`src/rtl/fib_stream_monitor.sv`:
```
// fib_stream_monitor
// ------------------
// Checks a stream of Fibonacci terms from the generator. A start pulse
// captures the expected term count n. After that, every accepted in_valid
// beat is compared with F(0)=0, F(1)=1, F(k)=F(k-1)+F(k-2) mod 2^WIDTH.
// The recurrence is evaluated on the terms actually received, so one bad
// term only disturbs its own index and the indices that depend on it.
//
// Optional feature: define FIB_MON_OVF_CHECK_EN to compute the full
// WIDTH+1-bit sum in RUN and raise a sticky ovf flag on carry-out.
// Without the macro, ovf is tied to 0.
//
// Ports:
//   clk      rising-edge clock
//   rst      asynchronous active-low reset
//   start    one-cycle pulse; samples n and (re)starts a run
//   n        number of terms expected in the run
//   in_valid qualifies in_data
//   in_data  term from the generator
//   busy     run in progress
//   done     one-cycle pulse after the n-th accepted term
//   error    sticky mismatch flag, cleared by start
//   err_idx  index of the first mismatching term
//   count    terms accepted in the current or last run
//   ovf      sticky carry-out flag (optional feature)
module fib_stream_monitor #(
  parameter int WIDTH = 8
) (
  input  logic             clk,
  input  logic             rst,
  input  logic             start,
  input  logic [WIDTH-1:0] n,
  input  logic             in_valid,
  input  logic [WIDTH-1:0] in_data,
  output logic             busy,
  output logic             done,
  output logic             error,
  output logic [WIDTH-1:0] err_idx,
  output logic [WIDTH-1:0] count,
  output logic             ovf
);

  typedef enum logic [1:0] {IDLE, EXP0, EXP1, RUN} state_t;

  state_t           state_reg, state_next;
  logic [WIDTH-1:0] n_reg;
  logic [WIDTH-1:0] a_reg, b_reg;
  logic [WIDTH-1:0] count_reg;
  logic [WIDTH-1:0] err_idx_reg;
  logic             error_reg;
  logic             done_reg;

  logic             accept;
  logic [WIDTH-1:0] count_inc;
  logic             last_beat;
  logic [WIDTH-1:0] sum_mod;
  logic [WIDTH-1:0] expected;

`ifdef FIB_MON_OVF_CHECK_EN
  logic [WIDTH:0]   sum_full;
  logic             ovf_reg;
  assign sum_full = {1'b0, a_reg} + {1'b0, b_reg};
  assign sum_mod  = sum_full[WIDTH-1:0];
`else
  assign sum_mod  = a_reg + b_reg;
`endif

  // start takes priority: a beat arriving with start is dropped.
  assign accept    = in_valid && !start && (state_reg != IDLE);
  assign count_inc = count_reg + 1'b1;
  assign last_beat = (count_inc == n_reg);

  always_comb begin
    expected = '0;
    case (state_reg)
      EXP0:    expected = '0;
      EXP1:    expected = {{(WIDTH-1){1'b0}}, 1'b1};
      RUN:     expected = sum_mod;
      default: expected = '0;
    endcase
  end

  // State register
  always_ff @(posedge clk or negedge rst) begin
    if (!rst) begin
      state_reg <= IDLE;
    end else begin
      state_reg <= state_next;
    end
  end

  // Next-state logic
  always_comb begin
    state_next = state_reg;
    if (start) begin
      state_next = (n == '0) ? IDLE : EXP0;
    end else if (accept) begin
      case (state_reg)
        EXP0:    state_next = last_beat ? IDLE : EXP1;
        EXP1:    state_next = last_beat ? IDLE : RUN;
        RUN:     state_next = last_beat ? IDLE : RUN;
        default: state_next = IDLE;
      endcase
    end
  end

  // Datapath and registered status
  always_ff @(posedge clk or negedge rst) begin
    if (!rst) begin
      n_reg       <= '0;
      a_reg       <= '0;
      b_reg       <= '0;
      count_reg   <= '0;
      err_idx_reg <= '0;
      error_reg   <= 1'b0;
      done_reg    <= 1'b0;
`ifdef FIB_MON_OVF_CHECK_EN
      ovf_reg     <= 1'b0;
`endif
    end else begin
      done_reg <= 1'b0;
      if (start) begin
        n_reg       <= n;
        a_reg       <= '0;
        b_reg       <= '0;
        count_reg   <= '0;
        err_idx_reg <= '0;
        error_reg   <= 1'b0;
        // A zero-length run completes immediately.
        done_reg    <= (n == '0);
`ifdef FIB_MON_OVF_CHECK_EN
        ovf_reg     <= 1'b0;
`endif
      end else if (accept) begin
        // History follows received data, not the expected values.
        a_reg     <= (state_reg == EXP0) ? '0 : b_reg;
        b_reg     <= in_data;
        count_reg <= count_inc;
        if ((in_data != expected) && !error_reg) begin
          error_reg   <= 1'b1;
          err_idx_reg <= count_reg;
        end
        if (last_beat) begin
          done_reg <= 1'b1;
        end
`ifdef FIB_MON_OVF_CHECK_EN
        if ((state_reg == RUN) && sum_full[WIDTH]) begin
          ovf_reg <= 1'b1;
        end
`endif
      end
    end
  end

  // Outputs
  always_comb begin
    busy    = (state_reg != IDLE);
    done    = done_reg;
    error   = error_reg;
    err_idx = err_idx_reg;
    count   = count_reg;
`ifdef FIB_MON_OVF_CHECK_EN
    ovf     = ovf_reg;
`else
    ovf     = 1'b0;
`endif
  end

endmodule
```
`config.mk`:
```
export PLATFORM = sky130hd
export DESIGN_NAME = fib_stream_monitor
export DESIGN_NICKNAME = d
export VERILOG_FILES = /design/src/rtl/fib_stream_monitor.sv
export SDC_FILE = /design/constraint.sdc
export NUM_CORES = 1
export LEC_CHECK = 0
export BUFFER_PORTS_ARGS = -buffer_cell sky130_fd_sc_hd__buf_2
export CELL_PAD_IN_SITES_DETAIL_PLACEMENT = 1
export CELL_PAD_IN_SITES_GLOBAL_PLACEMENT = 1
export CORE_MARGIN = 4
export CORE_UTILIZATION = 44
export CTS_CLUSTER_DIAMETER = 60
export CTS_CLUSTER_SIZE = 25
export DETAILED_ROUTE_END_ITERATION = 7
export PLACE_DENSITY = 0.83
export SLEW_MARGIN = 20
export SYNTH_ARGS = -nofsm -noshare
export SYNTH_HDL_FRONTEND = slang
export SYNTH_SLANG_ARGS = --single-unit
```
`constraint.sdc`:
```
create_clock -name clk -period 3.4 [get_ports clk]
set_clock_uncertainty 0.2 [all_clocks]
set_input_delay 0.68 -clock clk [delete_from_list [all_inputs] [get_ports clk]]
set_output_delay 0.68 -clock clk [all_outputs]
set_load 0.02 [all_outputs]
```
==> impl_metrics.toml, run 1 <==
[clock_tree]
clk_latency_ps = 300
cts_tree = "built"
clockRootBuffer = "clkbuf_8"
htreeDepth = 2
clk_path_buf_depth = 2
cts.sinks = 44
clk_pin_slew_ps = 90
cts_made_buffers = 5
hold_buffers = 0

[final_layout]
fillCellCount = 691
multi_input_area_um2 = 1490
final_nets = 346
layout_common_cells = "dfrtp_1, buf_2, nand2_1"
area.sequential_um2 = 1100
drive_gt1_share_pct = 20.8
final_common_cell = "dfrtp_1"
area_delta_synth_final_pct = 12.8
stdcell_count = 392
antennaDiodeCount = 0

[worst_setup_path]
startpoint = "a_reg[1]"
rrSetupSlack_ps = 240
end_kind = "flop"
required_ps = 3420
cp-start-kind = "flop"
worstSetupPathType = "flop to flop"
regToRegEndpoint = "err_idx[5]"
r2r-start = "a_reg[1]"
crit_path_max_fanout = 8
worstPathArrival_ps = 3180
ff2ff_path_depth = 9
critPathCapture = "err_idx[5]"

[floorplanning]
die_h_um = 86.0
dieWidth_um = 86.0
rows = 28
fp.dieArea_um2 = 7400
start_util_pct = 45.2
ios = 40
core_area_um2 = 5920

[routing]
drc = 0
wl_per_cell_um = 16.7
dr.pass1.iters = 4
dr_total_vias = 2206
detail-route-antenna-nets = 0
drtIter0Drc = 112
via_per_inst = 5.63
routed_wl_um = 6560

[placed_design]
io_buffers = 38
gp_congestion = 0.861
dp_hpwl_um = 4900
placed_cells = 384

[yosys]
synth_ff_type = "dfrtp_1"
async_reset_ff_share_pct = 100
synth_cell_type_count = 50
syn_inst = 283
netlist_area_um2 = 2680
synth-edff-count = 0
ys_ff_latch = 44
ys_warn_count = 0
syn_avg_cell_area_um2 = 9.46
synth_nets = 312
yosysSeqAreaShare_pct = 41.1

[global_routing]
antenna_found_initial = 0
grt_max_degree = 45
grt_pass1_wl_um = 11100
grt_use_total_pct = 18.5
overflow = 0
grt_pass1_vias = 2274

[sta]
setup_viol = 0
tns_ps = 0
fmax_ghz = 0.316
min_period_over_period_pct = 93.1
relSlewSlack_pct = 53.7
post-route-min-period_ps = 3160
hold_violations = 0
rsz0062_at_grt = "no"
tightest_slew_ps = 694
drv_slew = 0

[pwr]
p_comb_share_pct = 17.5
clkPwrFrac_pct = 29.7
power_switching_uw = 317
p_leak_nw = 1.35
p_int_uw = 762
p_seq_share_pct = 52.7
p_sw_share_pct = 29.4
irDropWorstVdd_v = 0.000197
powerDensity_nw_per_um2 = 357

[run_status]
outcome = "finished clean"

[run]
cap_violations = 0

[min_path]
hold_path_class = "primary input to asynchronous set/reset pin"
## critical path, cell delays in order, from the launching register on
cell and delay, ps:
dfrtp_1 410, ha_1 340, a211oi_2 280, o21bai_2 130, a2111oi_4 450, nor3_1 110, a2111o_1 450, o311ai_4 320
buf_6 200, mux2i_1 200
## cells by family (layout without fill, tap and decap cells)
| kind of cell | count (synthesis) | after routing | synth area share [%] |
|---|---|---|---|
| other cells | 1 | 1 | 0.140 |
| mux | 18 | 18 | 7.10 |
| flops | 44 | 44 | 41.1 |
| simple gates | 105 | 105 | 19.8 |
| xor+xnor | 18 | 18 | 5.89 |
| fa+ha+maj | 9 | 9 | 4.49 |
| buf+inv | 22 | 56 | 3.41 |
| compound gates | 66 | 66 | 18.0 |
## layout make-up
cell class,count,share of cell area (%)
inverters,7,0.870
clock buffers,5,2.28
multi-input cells,217,49.4
flip-flops and latches,44,36.5
repair buffers,42,7.50
clock inverters,2,0.414
well taps,75,3.11
## what timing repair did
action,in CTS,in global routing
resized for setup,1,2
pin swaps,0,2
setup endpoints to repair,5,8
endpoints found under the hold margin,0,0
buffers inserted,0,1
## Yosys cell counts, types with 3 or more instances
cell type / count / share of area, %
mux2_2: 8 / 3.4
mux2i_1: 10 / 3.7
o21ai_0: 9 / 1.7
dfrtp_1: 44 / 41
and2_1: 6 / 1.4
nand2_1: 27 / 3.8
nand3_1: 6 / 1.1
nor3_1: 5 / 0.93
nand4b_1: 3 / 0.98
a21o_1: 3 / 0.84
xnor2_1: 9 / 2.9
a22oi_1: 9 / 2.5
inv_1: 7 / 0.98
o31ai_1: 3 / 0.84
nand4_1: 3 / 0.70
a21oi_1: 20 / 3.7
nand2b_1: 18 / 4.2
xor2_1: 9 / 2.9
nor4_1: 3 / 0.70
nor3b_1: 3 / 0.84
clkbuf_1: 12 / 1.7
or3_1: 5 / 1.2
ha_1: 8 / 3.7
nor2_1: 23 / 3.2
## power by group through the flow
stage	logic [mW]	registers, mW	clock network, mW
after global placement	0.182	0.579	0
after floorplan	0.123	0.578	0
final	0.189	0.569	0.321
after CTS	0.190	0.570	0.330
after global routing	0.210	0.573	0.353
after detailed placement	0.189	0.580	0
## worst min path at each step
| stage | slack, ps | from | to | depth (start not counted) |
|---|---|---|---|---|
| final | 170 | rst | b_reg[6] | 1 |
| after global routing | 220 | rst | state_reg[1] | 1 |
| after CTS | 340 | n_reg[7] | n_reg[7] | 1 |
| after detailed placement | 320 | n_reg[7] | n_reg[7] | 1 |
| after global placement | 310 | n_reg[7] | n_reg[7] | 1 |
| after floorplan | 180 | rst | a_reg[0] | 0 |
## routing by layer
metal / share of wire [%] / GRT usage, % / wire (um)
met2: 50 / 32.4 / 3290
met1: 47 / 24.0 / 3050
met5: 0 / 0 / 0
met4: 1.0 / 3.88 / 66
met3: 2.3 / 3.27 / 154
## metrics by stage
stage | utilization (%) | total power, mW | instance area [um2] | hold slack (ps) | setup slack (ps)
after global routing | 51.0 | 1.14 | 3020 | 215 | 70.3
after global placement | 49.3 | 0.760 | 2920 | 313 | 368
after detailed placement | 49.3 | 0.769 | 2920 | 317 | 5.11
after floorplan | - | 0.701 | 2680 | 184 | 418
after CTS | 50.7 | 1.09 | 3000 | 337 | 43.0
final | 51.0 | 1.08 | 3020 | 170 | 235
Note: power is estimated with default switching activity, not from simulation.
==> run 2: changes to the inputs <==
--- a/config.mk
+++ b/config.mk
@@ -9,11 +9,11 @@
 export CELL_PAD_IN_SITES_DETAIL_PLACEMENT = 1
 export CELL_PAD_IN_SITES_GLOBAL_PLACEMENT = 1
 export CORE_MARGIN = 4
-export CORE_UTILIZATION = 44
+export CORE_UTILIZATION = 40
 export CTS_CLUSTER_DIAMETER = 60
 export CTS_CLUSTER_SIZE = 25
 export DETAILED_ROUTE_END_ITERATION = 7
-export PLACE_DENSITY = 0.83
+export PLACE_DENSITY = 0.77
 export SLEW_MARGIN = 20
 export SYNTH_ARGS = -nofsm -noshare
 export SYNTH_HDL_FRONTEND = slang
==> run 2 against run 1 <==
Effect of this change: global-route usage is 1.3 points lower; highest routed layer unchanged; flip-flop and latch count did not move; fmax is 1.4% higher; final cell count grew 0.51%; first-iteration DRC count increased by 8.0%; sequential share of layout area is 0.37 points lower.
==> impl_metrics.toml, run 2 (synthesis results as in run 1) <==
[run_status]
outcome = "finished clean"

[final_layout]
final_common_cell = "dfrtp_1"
area_delta_synth_final_pct = 14.0
area.sequential_um2 = 1100
fillCellCount = 740
layout_common_cells = "dfrtp_1, buf_2, nand2_1"
antennaDiodeCount = 0
drive_gt1_share_pct = 20.8
final_util_pct = 47.5
multi_input_area_um2 = 1490
final_area_um2 = 3050
final_nets = 345

[routing]
drtIter0Drc = 121
dr_total_vias = 2182
drc = 0
dr.pass1.iters = 4
wl_per_cell_um = 16.6
via_per_inst = 5.54
detail-route-antenna-nets = 0
routed_wl_um = 6530

[floorplanning]
start_util_pct = 41.7
ios = 40
rows = 29
dieWidth_um = 89.8
fp.dieArea_um2 = 8070
die_h_um = 89.8
core_area_um2 = 6420

[pwr]
p_seq_share_pct = 48.0
p_sw_share_pct = 27.3
p_leak_nw = 1.36
power_switching_uw = 324
powerDensity_nw_per_um2 = 389
p_int_uw = 862
irDropWorstVdd_v = 0.000185
p_comb_share_pct = 15.9
clkPwrFrac_pct = 36.1

[sta]
hold_violations = 0
tightest_slew_ps = 690
tns_ps = 0
drv_slew = 0
setup_viol = 0
rsz0062_at_grt = "no"
fmax_ghz = 0.320
min_period_over_period_pct = 91.8
relSlewSlack_pct = 54.0
post-route-min-period_ps = 3120

[global_routing]
antenna_found_initial = 0
grt_use_total_pct = 17.2
grt_max_degree = 45
overflow = 0
grt_pass1_wl_um = 11500
grt_pass1_vias = 2301

[clock_tree]
clockRootBuffer = "clkbuf_8"
cts_tree = "built"
clk_pin_slew_ps = 90
cts_made_buffers = 5
clk_latency_ps = 300
clk_path_buf_depth = 2
cts.sinks = 44
htreeDepth = 2

[placed_design]
io_buffers = 38
placed_cell_area_um2 = 2920
gp_congestion = 0.860
dp_hpwl_um = 4760

[worst_setup_path]
critPathSlowestCell = "a2111o_1"
crit_path_max_fanout = 8
end_kind = "flop"
crit_chain = "ha_1, a211oi_2, o21bai_2, a2111oi_4, nor3_1, a2111o_1, o311ai_4, buf_4, mux2i_1"
slowest_delay_ps = 460
worstPathArrival_ps = 3150
worstSetupPathType = "flop to flop"
cp-start-kind = "flop"
required_ps = 3420

[run]
cap_violations = 0

[min_path]
hold_path_class = "primary input to asynchronous set/reset pin"
-- run 2: changes by cell type in the layout (fill, tap and decap cells not counted) --
cell | previous run | this run
clkbuf_8 | 5 | 6
clkinv_2 | 1 | 0
clkinvlp_4 | 1 | 0
buf_6 | 1 | 0
clkinv_4 | 0 | 1
bufinv_16 | 0 | 1
-- run 2: area by class of cell --
type,count,area share (%)
repair buffers,41,7.05
clock buffers,6,2.71
clock inverters,2,1.27
multi-input cells,217,48.9
inverters,7,0.861
flip-flops and latches,44,36.1
well taps,77,3.16
-- run 2: what timing repair did --
item | CTS | global route
resized for setup | 0 | 2
endpoints found under the hold margin | 0 | 0
hold buffers | 0 | 0
buffers inserted | 0 | 0
endpoints found under the setup margin | 0 | 8
-- run 2: worst paths after layout --
kind / slack, ps / to / startpoint / depth (start not counted)
max: 280 / err_idx[2] / b_reg[1] / 9
min: 170 / a_reg[4] / rst / 1
max reg2reg: 280 / err_idx[2] / b_reg[1] / 9
min reg2reg: 340 / n_reg[3] / n_reg[3] / 1
max in group asynchronous: 2420 / error / rst / 1
min in group clk: 340 / n_reg[3] / n_reg[3] / 1
-- run 2: critical path: cells and delay by family, from the launching register on --
| kind | cells | cell delay (ps) |
|---|---|---|
| compound gates | 5 | 1580 |
| flops | 1 | 420 |
| fa+ha+maj | 1 | 310 |
| buf+inv | 1 | 240 |
| mux | 1 | 210 |
| simple gates | 1 | 100 |
-- run 2: power groups by stage --
stage	registers (mW)	logic (mW)	clock network (mW)
after floorplan	0.578	0.123	0
after global placement	0.579	0.183	0
after detailed placement	0.580	0.188	0
after CTS	0.570	0.190	0.443
after global routing	0.574	0.212	0.465
final	0.569	0.189	0.428
-- run 2: routing by layer --
metal  share of wire, %  global-route usage, %  up-vias
li1                   -                      -     1063
met1                 47                   22.0     1089
met2                 49                   29.8       26
met3                3.2                   3.59        4
met4                1.0                   4.34        0
met5                  0                      0        -
-- run 2: through the flow --
step                      total power, mW  setup WS, ps  hold WS (ps)  cells
after floorplan                     0.701           418           184    283
after global placement              0.762           386           306    386
after detailed placement            0.768           192           324    386
after CTS                            1.20           150           346    394
after global routing                 1.25          56.8           216    394
final                                1.19           279           169    394
==> run 3: changes to the inputs <==
--- a/config.mk
+++ b/config.mk
@@ -5,15 +5,16 @@
 export SDC_FILE = /design/constraint.sdc
 export NUM_CORES = 1
 export LEC_CHECK = 0
+export ABC_AREA = 1
 export BUFFER_PORTS_ARGS = -buffer_cell sky130_fd_sc_hd__buf_2
 export CELL_PAD_IN_SITES_DETAIL_PLACEMENT = 1
 export CELL_PAD_IN_SITES_GLOBAL_PLACEMENT = 1
 export CORE_MARGIN = 4
 export CORE_UTILIZATION = 40
 export CTS_CLUSTER_DIAMETER = 60
-export CTS_CLUSTER_SIZE = 25
 export DETAILED_ROUTE_END_ITERATION = 7
-export PLACE_DENSITY = 0.77
+export GPL_ROUTABILITY_DRIVEN = 0
+export PLACE_DENSITY = 0.8
 export SLEW_MARGIN = 20
 export SYNTH_ARGS = -nofsm -noshare
 export SYNTH_HDL_FRONTEND = slang
==> run 3 against run 2 <==
Effect of this change: area after synthesis down 3.3%; combinational power up 14%; synthesized cell count up 18%; wire length up 7.7%; worst setup slack better by 460 ps; critical path type unchanged.
==> impl_metrics.toml, run 3 <==
[global_routing]
grt_use_total_pct = 19.4
use_met3_pct = 3.45
grt_pass1_vias = 2456
overflow = 0
globalRouteMet1Util_pct = 25.3
use_met2_pct = 33.7
antenna_found_initial = 0
grt_max_degree = 45
grt_pass1_wl_um = 11900
busiest_layer = "met2"

[clock_tree]
clockRootBuffer = "clkbuf_8"
cts_setup_buffers = 0
hold_buffers = 0
cts.sinks = 44
clk_latency_ps = 300
htreeDepth = 2
clk_pin_slew_ps = 90
cts_made_buffers = 5
cts_tree = "built"
cts_resized = 0
clk_path_buf_depth = 2

[final_layout]
antennaDiodeCount = 0
final_nets = 401
layout_common_cells = "nand2_1, inv_1, dfrtp_1"
area_delta_synth_final_pct = 13.8
drive_gt1_share_pct = 15.8
final_common_cell = "nand2_1"

[routing]
detail-route-antenna-nets = 0
drtIter0Drc = 81
dr.pass1.iters = 4
dr_total_vias = 2391
drc = 0
via_per_inst = 5.31
routed_wl_um = 7030
wl_per_cell_um = 15.6

[worst_setup_path]
ff2ff_path_depth = 15
required_ps = 3440
end_kind = "flop"
startpoint = "b_reg[0]"
slowest_delay_ps = 390
critPathSlowestCell = "dfrtp_1"
crit_chain = "ha_1, inv_1, fa_1, inv_1, nand3_1, nand3_1, nand3_2, and2_0, nor2_1, nand2_1, nor2_2, nand2_4, nand2_8, nand3_1, nand2_1"
crit_path_max_fanout = 9
crit_cells = 15
r2r-start = "b_reg[0]"
path_common_cell = "nand3_1"
worstPathArrival_ps = 2700
critPathBufInv = 2
worstSetupPathType = "flop to flop"
rrSetupSlack_ps = 740
cp-start-kind = "flop"
crit_family = "simple AND/OR/NAND/NOR gates"

[floorplanning]
ios = 40
fp.dieArea_um2 = 7830
start_util_pct = 41.0
core_area_um2 = 6310
dieWidth_um = 88.5
die_h_um = 88.5
rows = 29

[yosys]
synth_top_area_cell = "dfrtp_1"
synth_nets = 364
synth_cell_type_count = 33
syn_inst = 335
synthTopCellsByCount = "nand2_1, inv_1, dfrtp_1"
synth-edff-count = 0
synth_top_area_share_pct = 42.5
yosysSeqAreaShare_pct = 42.5
synth.area.top_cells = "dfrtp_1, nand2_1, inv_1, nand3_1, nand4_1"
netlist_area_um2 = 2590
async_reset_ff_share_pct = 100
ys_warn_count = 0
ys_ff_latch = 44
synth_most_common_cell = "nand2_1"
synth_ff_type = "dfrtp_1"
syn_avg_cell_area_um2 = 7.73

[sta]
rsz0062_at_grt = "no"
fmax_ghz = 0.376
tightest_slew_ps = 716
post-route-min-period_ps = 2660
hold_violations = 0
tns_ps = 0
drv_slew = 0
hold_slack_ps = 163
min_period_over_period_pct = 78.2
setup_viol = 0
relSlewSlack_pct = 52.2

[run_status]
outcome = "finished clean"

[placed_design]
io_buffers = 38
dp_hpwl_um = 5360

[pwr]
power.total_mw = 1.23
p_leak_nw = 1.61
powerDensity_nw_per_um2 = 417
irDropWorstVdd_v = 0.000231

[run]
cap_violations = 0

[min_path]
hold_path_class = "primary input to asynchronous set/reset pin"
[run 3: routing by layer]
layer  part of all wire [%]  up-vias  wire (um)
met3                    3.7        4        261
li1                       -     1172          -
met1                     46     1176       3230
met2                     50       39       3480
met5                      0        -          0
met4                   0.73        0         51
[run 3: power by group]
part	internal [mW]	switching (mW)	total, mW
Sequential	0.552	0.0331	0.585
Combinational	0.0686	0.147	0.215
Clock	0.240	0.186	0.427
Total	0.861	0.366	1.23
[run 3: cells by family (layout without fill, tap and decap cells)]
family                   count (synthesis)  in the layout  synth area share (%)
other                                    1              1                 0.145
buffers and inverters                   58             96                  9.52
AO/OA/AOI/OAI                           38             38                  8.99
adder cells (fa/ha/maj)                  9              9                  4.64
XOR/XNOR                                 6              6                  2.56
AND/OR/NAND/NOR                        179            179                  31.6
flip-flops                              44             44                  42.5
[run 3: path summary, 6_finish.rpt]
kind	to
hold reg to reg	a_reg[6]
min in group clk	a_reg[6]
max in group asynchronous	state_reg[1]
setup reg to reg	err_idx[7]
hold / removal	n_reg[7]
setup / recovery	err_idx[7]
[run 3: worst register-to-register path, delay by kind of cell (launching register included)]
kind | cells | cell delay [ps]
flip-flops | 1 | 390
AND/OR/NAND/NOR | 11 | 1250
adder cells (fa/ha/maj) | 2 | 570
buffers and inverters | 2 | 190
[run 3: cell type report]
cell class	count	area, um2
Inverter	49	185
Clock inverter	2	38.8
Multi-Input combinational cell	233	1240
Tap cell	77	96.3
Sequential cell	44	1100
Clock buffer	6	82.6
Fill cell	831	3370
Timing Repair Buffer	39	200
[run 3: through the flow]
step	worst slack, ps	cells	utilization [%]	instance area [um2]
finish	743	450	46.7	2950
global route	514	450	46.7	2950
CTS	734	450	46.6	2940
detailed placement	741	442	44.7	2820
global placement	817	442	44.7	2820
floorplan	1130	335	-	2590
